### src/rtl/counter_event_logger.sv
// Captures the host count on each qualified pulse into a small FIFO, tagged with a sticky overflow flag.
// Optional LOGGER_HIGH_WATER_EN adds a registered high_water output (peak occupancy since reset/clear).
module counter_event_logger #(
  parameter int unsigned COUNT_WIDTH = 12,
  parameter int unsigned DEPTH       = 8,
  parameter int unsigned STAT_WIDTH  = 16
) (
  input  logic                        clk,
  input  logic                        rst_n,
  input  logic                        clear,
  input  logic                        en_in,
  input  logic [COUNT_WIDTH-1:0]      count_in,
  input  logic                        overflow_in,
  input  logic                        pulse_in,
  output logic                        rd_valid,
  input  logic                        rd_ready,
  output logic [COUNT_WIDTH:0]        rd_data,
  output logic [$clog2(DEPTH):0]      fifo_level,
`ifdef LOGGER_HIGH_WATER_EN
  output logic [$clog2(DEPTH):0]      high_water,
`endif
  output logic [STAT_WIDTH-1:0]       pulse_total,
  output logic [STAT_WIDTH-1:0]       drop_count
);

  localparam int unsigned PTR_W  = $clog2(DEPTH);
  localparam int unsigned LVL_W  = PTR_W + 1;
  localparam int unsigned DATA_W = COUNT_WIDTH + 1;

  typedef enum logic [1:0] {EMPTY, PARTIAL, FULL} state_t;

  state_t            state;
  logic [DATA_W-1:0] mem [DEPTH];
  logic [PTR_W-1:0]  wr_ptr;
  logic [PTR_W-1:0]  rd_ptr;
  logic              ovf_sticky;

  logic              capture;
  logic              ovf_q;
  logic              pop;
  logic              push;
  logic              drop;
  logic [DATA_W-1:0] entry;
  logic [PTR_W-1:0]  rd_ptr_nxt;
  logic [LVL_W-1:0]  level_nxt;
  logic [DATA_W-1:0] head_nxt;

  // Push/pop qualification and next head/level; clear suppresses every side effect.
  always_comb begin
    capture    = en_in & pulse_in & ~clear;
    ovf_q      = en_in & overflow_in;
    pop        = rd_valid & rd_ready & ~clear;
    push       = capture & ((state != FULL) | pop);
    drop       = capture & (state == FULL) & ~pop;
    entry      = {ovf_sticky | ovf_q, count_in};
    rd_ptr_nxt = pop ? rd_ptr + PTR_W'(1) : rd_ptr;
    level_nxt  = fifo_level + LVL_W'(push) - LVL_W'(pop);
    head_nxt   = '0;
    if (level_nxt != '0) begin
      // A push into a FIFO that is (or is becoming) empty lands directly at the head.
      if (push && (fifo_level == LVL_W'(pop))) head_nxt = entry;
      else                                     head_nxt = mem[rd_ptr_nxt];
    end
  end

  always_ff @(posedge clk) begin
    if (push) mem[wr_ptr] <= entry;
  end

  // Occupancy FSM with registered read-port outputs and statistics.
  always_ff @(posedge clk or negedge rst_n) begin
    if (!rst_n) begin
      state       <= EMPTY;
      wr_ptr      <= '0;
      rd_ptr      <= '0;
      fifo_level  <= '0;
      rd_valid    <= 1'b0;
      rd_data     <= '0;
      ovf_sticky  <= 1'b0;
      pulse_total <= '0;
      drop_count  <= '0;
    end else if (clear) begin
      state       <= EMPTY;
      wr_ptr      <= '0;
      rd_ptr      <= '0;
      fifo_level  <= '0;
      rd_valid    <= 1'b0;
      rd_data     <= '0;
      ovf_sticky  <= 1'b0;
      pulse_total <= '0;
      drop_count  <= '0;
    end else begin
      case (state)
        EMPTY:   if (push) state <= PARTIAL;
        PARTIAL: if (level_nxt == LVL_W'(DEPTH)) state <= FULL;
                 else if (level_nxt == '0)       state <= EMPTY;
        FULL:    if (pop && !push) state <= PARTIAL;
        default: state <= EMPTY;
      endcase
      if (push) wr_ptr <= wr_ptr + PTR_W'(1);
      rd_ptr     <= rd_ptr_nxt;
      fifo_level <= level_nxt;
      rd_valid   <= (level_nxt != '0);
      rd_data    <= head_nxt;
      if (capture)    ovf_sticky <= 1'b0;
      else if (ovf_q) ovf_sticky <= 1'b1;
      if (capture && (pulse_total != '1)) pulse_total <= pulse_total + STAT_WIDTH'(1);
      if (drop && (drop_count != '1))     drop_count  <= drop_count + STAT_WIDTH'(1);
    end
  end

`ifdef LOGGER_HIGH_WATER_EN
  // Peak occupancy, tracking the same edge as fifo_level.
  always_ff @(posedge clk or negedge rst_n) begin
    if (!rst_n)                      high_water <= '0;
    else if (clear)                  high_water <= '0;
    else if (level_nxt > high_water) high_water <= level_nxt;
  end
`endif

endmodule

### config.mk
export PLATFORM = sky130hd
export DESIGN_NAME = counter_event_logger
export DESIGN_NICKNAME = d
export VERILOG_FILES = /design/src/rtl/counter_event_logger.sv
export SDC_FILE = /design/constraint.sdc
export NUM_CORES = 1
export LEC_CHECK = 0
export BUFFER_PORTS_ARGS = -buffer_cell sky130_fd_sc_hd__buf_2
export CORE_MARGIN = 5
export CORE_UTILIZATION = 40
export DETAILED_ROUTE_END_ITERATION = 10
export PLACE_DENSITY = 0.66
export SLEW_MARGIN = 30
export SYNTH_ARGS = -nofsm -noshare
export SYNTH_HDL_FRONTEND = slang
export SYNTH_SLANG_ARGS = --single-unit
### constraint.sdc
create_clock -name clk -period 3.4 [get_ports clk]
set_clock_uncertainty 0.2 [all_clocks]
set_input_delay 1.02 -clock clk [delete_from_list [all_inputs] [get_ports clk]]
set_output_delay 1.02 -clock clk [all_outputs]
set_load 0.01 [all_outputs]
==> results of run 1 <==
worst min path at each step:
| stage | from | endpoint | slack, ps | cells past startpoint |
|---|---|---|---|---|
| after floorplan | state[0] | state[0] | 320 | 2 |
| after global placement | pulse_total[11] | pulse_total[11] | 320 | 1 |
| after detailed placement | state[0] | state[0] | 340 | 2 |
| after CTS | rst_n | drop_count[15] | 190 | 1 |
| after global routing | rst_n | drop_count[14] | 200 | 1 |
| final | rst_n | drop_count[15] | 200 | 1 |
logic make-up (layout without fill, tap and decap cells):
family / after synthesis / after routing / synth area share
fa+ha+maj: 9 / 9 / 0.0157
xor+xnor: 27 / 27 / 0.0333
buf+inv: 46 / 150 / 0.0269
flops: 163 / 163 / 0.600
compound gates: 137 / 137 / 0.126
mux: 58 / 58 / 0.0761
simple gates: 172 / 172 / 0.122
power by group:
group	total [mW]	internal [mW]	switching, mW	leakage, nW
registers	2.30	2.22	0.0754	1.74
logic	1.08	0.459	0.626	1.54
clock network	1.94	1.16	0.782	0.278
worst register-to-register path: cells and delay by family (launching register included):
kind	cells	cell delay [ps]
AOI/OAI and AO/OA	3	310
adders and majority gates	2	730
buffers and inverters	2	220
DFF	1	440
muxes	1	160
and+or+nand+nor	5	620
through the flow:
step | setup TNS, ps | cell area, µm² | setup WS [ps] | util | power (mW)
after global placement | -485 | 8530 | -40.1 | 0.455 | 3.38
after CTS | 0 | 9130 | 261 | 0.486 | 5.36
final | 0 | 9130 | 255 | 0.486 | 5.32
after global routing | 0 | 9130 | 96.8 | 0.486 | 5.54
after floorplan | -7300 | 7700 | -349 | - | 3.01
after detailed placement | -2140 | 8540 | -169 | 0.455 | 3.43
placed cells by master, fill, tap and decap left out, types with 4 or more instances in the layout:
master	count
o22a_1	14
edfxtp_1	104
mux2i_1	56
o211ai_1	15
a21oi_1	33
nor4_1	5
nand3_1	16
buf_4	35
nand4_1	9
dfrtp_1	59
and3_1	5
nor2_1	38
a31oi_1	16
xor2_1	9
nor2b_1	31
xnor2_1	16
buf_2	68
nand2_1	25
buf_12	5
and2_1	6
clkbuf_16	17
ha_1	7
inv_1	9
o21ai_0	5
a211oi_1	28
nor3_1	7
nor3_2	4
a2111oi_0	14
metal layers:
metal / vias to the layer above / track usage
met5: - / 0
met4: 0 / 0.0619
met3: 22 / 0.0317
met2: 158 / 0.296
met1: 2701 / 0.224
li1: 2530 / -
state kept, by name, indices dropped and copies added, names as in the netlist:
signal	flops
mem	104
drop_count	16
pulse_total	16
rd_data	13
fifo_level	4
rd_ptr	3
wr_ptr	3
state	2
ovf_sticky	1
rd_valid	1
cell type report:
type | count | area [µm²]
Clock inverter | 12 | 158
Fill cell | 1656 | 9640
Sequential cell | 163 | 4600
Timing Repair Buffer | 108 | 703
Tap cell | 234 | 293
Clock buffer | 20 | 437
Multi-Input combinational cell | 403 | 2900
Inverter | 10 | 37.5
==> run metrics, run 1 <==
CP Capture Type flip-flop; share of layout cells above drive strength 1 0.216; Min Hold Slack 203 ps; Iter 0 DRT Violations 561; Post-Route WL 18700 µm; first-pass GRT wire length 30100 µm; Mapped Cells 612; share of the synthesized area in the top cell type 0.408; IO Pins 69; CP arrival 3230 ps; max-slew violations 0; fmax 318 MHz; Ys Warns 0; CTS Buf Count 17; Die H 148 µm; row count 50; die extent in x 148 µm; Worst Setup SP clear; maximum number of pins on one net before global-route repair 56; max cap viols 0; postcts setup bufs 0; asr flop ratio synth 0.362; area growth from synthesis to layout 19.2%; WL met1 8120 µm; clock buffer depth 2; core area 18800 µm²; GRT Overall Usage 0.174; worst reg-to-reg path cell count 13; Starting Density 0.408; vias in the first global route 5547; critical path, cell by cell buf_2 > nand3b_1 > nand2_2 > nand2_2 > o21ai_1 > ha_2 > inv_2 > fa_2 > nand2b_1 > nor3b_1 > mux2i_1 > buf_12 > o211ai_1 > a31oi_1; Avg Cell Area, Syn 12.5 µm²; RSZ-0062 raised after global routing false; sequential-to-total area share from yosys stat 0.600; Synth top cells by count edfxtp_1 (104), dfrtp_1 (59), mux2i_1 (56); Post-Layout Cell Count 950; relative slew slack 0.457; initial antenna violation count 0; PortBufs 68; Buffers & Inverters on Critical Path 3; largest area contributor in the netlist edfxtp_1; Levels on crit path 14; Clock Tree Root clkbuf_16; CP required 3490 ps; Inserted Diodes 0; NumNets Final 731; Clock Latency Late Sink 430 ps; EDFF count, synth 104; DRC errors left 0; leakage 3.56 nW; CTS tree yes; crit path to rd_data[1]; Crit path max-delay family adder cells; DR top layer met4; Final ANT Viol Nets 0; cts repair resizes 0; Hold Fails Final Rpt 0; fin crit share 0.925; worst r2r dst rd_data[1]; VDD IR max 0.338 mV; Vias/cell 5.70; worst hold path class primary input to async pin; Sink Count 163; Worst-Margin Slew 811 ps; CP max stage delay 530 ps; top cells by area, synth edfxtp_1 (41%), dfrtp_1 (19%), mux2i_1 (7.3%); CTS clock-pin slew for the worst setup and hold paths 70 ps; Final min period 3150 ps; Reg-to-Reg Start rd_valid; GR Overflow Total 0; placed cells 918; Die ar. 22000 µm²; Routability Congestion 0.890; cell mode on critical path nand2_2; most frequent cell after synthesis edfxtp_1; number of H-tree levels 4; final setup vio count 0; crit path max fanout 14; CP max stage cell fa_2; WL per Instance 19.7 µm; R2R setup slack 600 ps; Cell Area, Synth 7660 µm²; syn_nets 640; First-pass DRT Iterations 5; outcome complete, no violations; met2 wire length 9430 µm; Vias 5411; Power Dens Cells 583 nW/µm²; HPWL after detailed placement 12500 µm; register bit total from synthesis 163; crit path launch type primary input; cts hold-fix bufs 0; Primary FF master, synth edfxtp_1; critical path class primary input to flip-flop; Synth cell types 49; met3 WL 827 µm
Power figures use the tool's default switching activity.
==> run 2, diff against run 1 <==
--- a/config.mk
+++ b/config.mk
@@ -6,6 +6,7 @@
 export NUM_CORES = 1
 export LEC_CHECK = 0
 export BUFFER_PORTS_ARGS = -buffer_cell sky130_fd_sc_hd__buf_2
+export CAP_MARGIN = 25
 export CORE_MARGIN = 5
 export CORE_UTILIZATION = 40
 export DETAILED_ROUTE_END_ITERATION = 10
==> constraint.sdc (replaced) <==
create_clock -name clk -period 2.7 [get_ports clk]
set_clock_uncertainty 0.2 [all_clocks]
set_input_delay 0.81 -clock clk [delete_from_list [all_inputs] [get_ports clk]]
set_output_delay 0.81 -clock clk [all_outputs]
set_load 0.01 [all_outputs]
==> run 2 against run 1 <==
The flow now finishes with violations (setup timing). Non-clock buffer count is 7 higher. Core utilization is 1.2 points higher. First-iteration DRC count is 36% lower. Clock power is 22% higher. Via count is 0.17% higher. Combinational power is 30% higher. Largest cell class unchanged. Largest power group unchanged. Highest routed layer unchanged.
==> run metrics, run 2 (synthesis results as in run 1) <==
outcome finished with violations; failing checks setup timing; Starting Density 0.408; postcts setup bufs 0; multi-input logic area 2950 µm²; row count 50; GR Overflow Total 0; max cap viols 0; core area 18800 µm²; Clock Tree Root clkbuf_16; relative slew slack 0.594; Vias 5420; Final ANT Viol Nets 0; WL per Instance 18.3 µm; First-pass DRT Iterations 5; Routability Congestion 0.871; critical path, cell by cell buf_8 > nand3b_1 > nand2_2 > nand2_2 > o21ai_2 > ha_2 > inv_2 > fa_2 > xnor2_4 > nor3_1 > mux2i_1 > buf_4 > o211ai_1 > a31oi_1; share of layout cells above drive strength 1 0.240; Iter 0 DRT Violations 358; area growth from synthesis to layout 22.0%; clock buffer depth 2; IO Pins 69; Post-Route WL 17500 µm; CP max stage cell fa_2; Min Hold Slack 157 ps; vias in the first global route 5353; most frequent cells in the layout edfxtp_1 (104), buf_2 (67), dfrtp_1 (59); Final Util 0.498; final setup vio count 14; Buffers & Inverters on Critical Path 3; CP Capture Type flip-flop; CP arrival 2910 ps; Clock Latency Late Sink 420 ps; leakage 3.64 nW; Sink Count 163; CTS Buf Count 17; Top reg by flops mem; Worst-Margin Slew 605 ps; VDD IR max 0.476 mV; GRT Overall Usage 0.161; fin crit share 1.03; fmax 360 MHz; Storage cell area 4600 µm²; max reg flops 104; NumNets Final 738; Crit path max-delay family adder cells; RSZ-0062 raised after global routing true; crit path launch type primary input; biggest regs mem x104, drop_count x16, pulse_total x16; number of H-tree levels 4; Die ar. 22000 µm²; first-pass GRT wire length 28000 µm; CP required 2830 ps; critical path class primary input to flip-flop; crit path max fanout 14; power consumption 6.66 mW; cts hold-fix bufs 0; fillers 1619; DRC errors left 0; die extent in x 148 µm; Die H 148 µm; Hold Fails Final Rpt 0; PortBufs 68; max-slew violations 0; CP max stage delay 380 ps; Final min period 2780 ps; most common cell after layout, fill and taps aside edfxtp_1; Power Dens Cells 713 nW/µm²; Vias/cell 5.67; cell mode on critical path nand2_2; pre-CTS setup slack -576 ps; worst hold path class primary input to async pin; maximum number of pins on one net before global-route repair 42; Inserted Diodes 0; HPWL after detailed placement 12000 µm; CTS tree yes; final worst slack -77.1 ps; initial antenna violation count 0; CTS clock-pin slew for the worst setup and hold paths 70 ps; placed cells 925; Post-Layout Cell Count 956
[run 2: area by class of cell]
type / count / area share
tap: 234 / 0.0313
timing repair buffer: 115 / 0.0940
inverter: 10 / 0.00402
sequential: 163 / 0.492
clock inverter: 14 / 0.0173
multi-input combinational: 403 / 0.316
clock buffer: 17 / 0.0455
[run 2: power breakdown]
group | internal, mW | total [mW] | switching [mW]
clock | 1.32 | 2.37 | 1.05
sequential | 2.80 | 2.90 | 0.0993
combinational | 0.617 | 1.40 | 0.781
total | 4.73 | 6.66 | 1.93
[run 2: repair_timing]
item	CTS	global route
resized for setup	6	2
setup endpoints to repair	14	14
gates cloned	0	0
pin swaps	5	2
[run 2: worst reg2reg max path: stages (launching register included)]
cell and delay, ps:
dfrtp_1 440, and3b_1 260, nand2_1 100, o21ai_2 70, ha_2 200, inv_2 40
fa_2 380, xnor2_4 220, nor3_1 80, mux2i_1 120, buf_4 210, o211ai_1 120
a31oi_1 160
[run 2: final timing paths]
path,slack [ps],end,start,depth (start not counted)
max in group asynchronous,1560,pulse_total[8],rst_n,2
worst min-delay path,160,drop_count[12],rst_n,1
worst max-delay path,-80,rd_data[7],clear,14
min in group clk,360,state[0],state[0],2
worst max register to register,10,rd_data[7],rd_valid,12
worst min register to register,360,state[0],state[0],2
[run 2: routing by layer]
layer,part of all wire,GRT usage
met1,0.43,0.206
met2,0.51,0.277
met3,0.043,0.0363
met4,0.013,0.0430
met5,0,0
[run 2: through the flow]
| step | cell area [µm²] | TNS [ps] |
|---|---|---|
| final | 9350 | -600 |
| after global routing | 9350 | -2890 |
| after CTS | 9340 | -601 |
| after detailed placement | 8720 | -15330 |
| after global placement | 8720 | -12740 |
| after floorplan | 7730 | -38670 |
==> run 3, diff against run 2 <==
--- a/config.mk
+++ b/config.mk
@@ -11,6 +11,7 @@
 export CORE_UTILIZATION = 40
 export DETAILED_ROUTE_END_ITERATION = 10
 export PLACE_DENSITY = 0.66
+export SETUP_SLACK_MARGIN = 0.02
 export SLEW_MARGIN = 30
 export SYNTH_ARGS = -nofsm -noshare
 export SYNTH_HDL_FRONTEND = slang
==> run 3 against run 2 <==
The run still ends with setup timing left. Combinational power increased by 11%. Via count decreased by 0.81%. Clock power down 5%. Global-route usage rose by 1.2 points. First-iteration DRC count is 13% lower. Register-to-register slack lost 80 ps. Critical endpoint is now rd_data[3].
==> run metrics, run 3 (synthesis results as in run 1) <==
HPWL after detailed placement 12200 µm; multi-input logic area 2980 µm²; first-pass GRT wire length 29800 µm; CP required 2840 ps; most frequent cells in the layout edfxtp_1 (104), buf_2 (67), dfrtp_1 (59); NumNets Final 741; WL per Instance 19.1 µm; Crit path max-delay family adder cells; Power Dens Cells 716 nW/µm²; Final ANT Viol Nets 0; number of H-tree levels 4; CP arrival 2990 ps; PortBufs 68; vias in the first global route 5598; core area 18800 µm²; biggest regs mem x104, drop_count x16, pulse_total x16; R2R setup slack -70 ps; initial antenna violation count 0; crit path max fanout 7; share of layout cells above drive strength 1 0.244; relative slew slack 0.550; Vias/cell 5.60; Inserted Diodes 0; hold wc startpoint state[0]; worst reg-to-reg path cell count 12; Clock Tree Root clkbuf_16; critical path class primary input to flip-flop; RSZ-0062 raised after global routing true; outcome finished with violations; Sink Count 163; Worst-Margin Slew 674 ps; CTS Buf Count 17; Final min period 2860 ps; VDD IR max 0.610 mV; row count 50; critical path, cell by cell buf_8 > nand3b_1 > nand2_2 > nand2_2 > o21ai_2 > ha_2 > inv_2 > fa_2 > xnor2_4 > nor3b_2 > mux2i_2 > buf_4 > o211ai_1 > a31oi_1; Buffers & Inverters on Critical Path 3; GRT Overall Usage 0.173; fmax 350 MHz; most common cell after layout, fill and taps aside edfxtp_1; Routability Congestion 0.849; power consumption 6.70 mW; fillers 1639; Top reg by flops mem; cell mode on critical path nand2_2; Iter 0 DRT Violations 310; pre-CTS setup slack -605 ps; Die H 148 µm; Starting Density 0.408; final setup vio count 14; Reg power frac 0.431; Vias 5376; max cap viols 0; Die ar. 22000 µm²; Hold Path Stages 2; fin crit share 1.06; worst r2r dst rd_data[3]; Clock Power Share 0.336; area growth from synthesis to layout 22.1%; CP max stage cell fa_2; die extent in x 148 µm; Hold Fails Final Rpt 0; CTS tree yes; combinational share of power 0.233; end of the worst hold path state[0]; max-slew violations 0; Post-Route WL 18400 µm; setup TNS -1520 ps; final worst slack -158 ps; crit path launch type primary input; Sw Ratio 0.299; CP max stage delay 400 ps; IO Pins 69; maximum number of pins on one net before global-route repair 53; Reg-to-Reg Start rd_valid; leakage 3.63 nW; clock buffer depth 2; CP Capture Type flip-flop; GR Overflow Total 0; Storage cell area 4600 µm²; DRC errors left 0; failing checks setup timing; Min Hold Slack 357 ps; Internal 4.70 mW; worst hold path class flip-flop to flip-flop; First-pass DRT Iterations 5; Clock Latency Late Sink 430 ps; sw power 2.00 mW; CTS clock-pin slew for the worst setup and hold paths 60 ps; max reg flops 104
## run 3: stage by stage
| stage | instance area, µm² | instances | utilization |
|---|---|---|---|
| after global placement | 8700 | 921 | 0.463 |
| after floorplan | 7740 | 612 | - |
| final | 9360 | 960 | 0.499 |
| after CTS | 9350 | 960 | 0.498 |
| after global routing | 9360 | 960 | 0.499 |
| after detailed placement | 8700 | 921 | 0.463 |
## run 3: timing repair
item | in CTS | in global routing
resized for setup | 12 | 4
endpoints found under the setup margin | 14 | 15
hold buffers | 1 | 0
hold endpoints to repair | 2 | 0
buffers inserted | 5 | 1
pin swaps | 1 | 6
cloned | 1 | 0
## run 3: layout make-up
cell class / instances / area share
clock buffers: 19 / 0.0463
clock inverters: 13 / 0.0124
inverters: 10 / 0.00401
multi-input cells: 403 / 0.318
flip-flops and latches: 163 / 0.491
well taps: 234 / 0.0313
repair buffers: 118 / 0.0965
## run 3: worst min-delay path: stages, from the launching register on
cell and delay, ps:
dfrtp_1 360, o21a_1 130, nor2_1 40
## run 3: metal layers
metal  up-vias  global-route usage  routed length (µm)
met4         0              0.0813                 548
met3        37              0.0268                 585
met5         -                   0                   0
li1       2547                   -                   -
met2       118               0.292                9280
met1      2674               0.218                7950
## run 3: power by group through the flow
| stage | sequential [mW] | clock [mW] | combinational [mW] |
|---|---|---|---|
| global placement | 2.95 | 0 | 1.31 |
| finish | 2.89 | 2.25 | 1.56 |
| floorplan | 2.97 | 0 | 0.826 |
| global route | 2.90 | 2.40 | 1.69 |
| detailed placement | 2.94 | 0 | 1.37 |
| CTS | 2.89 | 2.30 | 1.57 |
## run 3: worst max-delay path by stage
stage             endpoint  cells after the start  slack, ps  startpoint
2_1_floorplan   rd_data[3]                     15       -840       clear
3_3_place_gp    rd_data[3]                     14       -520       clear
3_5_place_dp    rd_data[3]                     14       -600       clear
4_1_cts        rd_data[10]                     15       -140       clear
5_1_grt         rd_data[3]                     14       -300       clear
6_report        rd_data[3]                     14       -160       clear
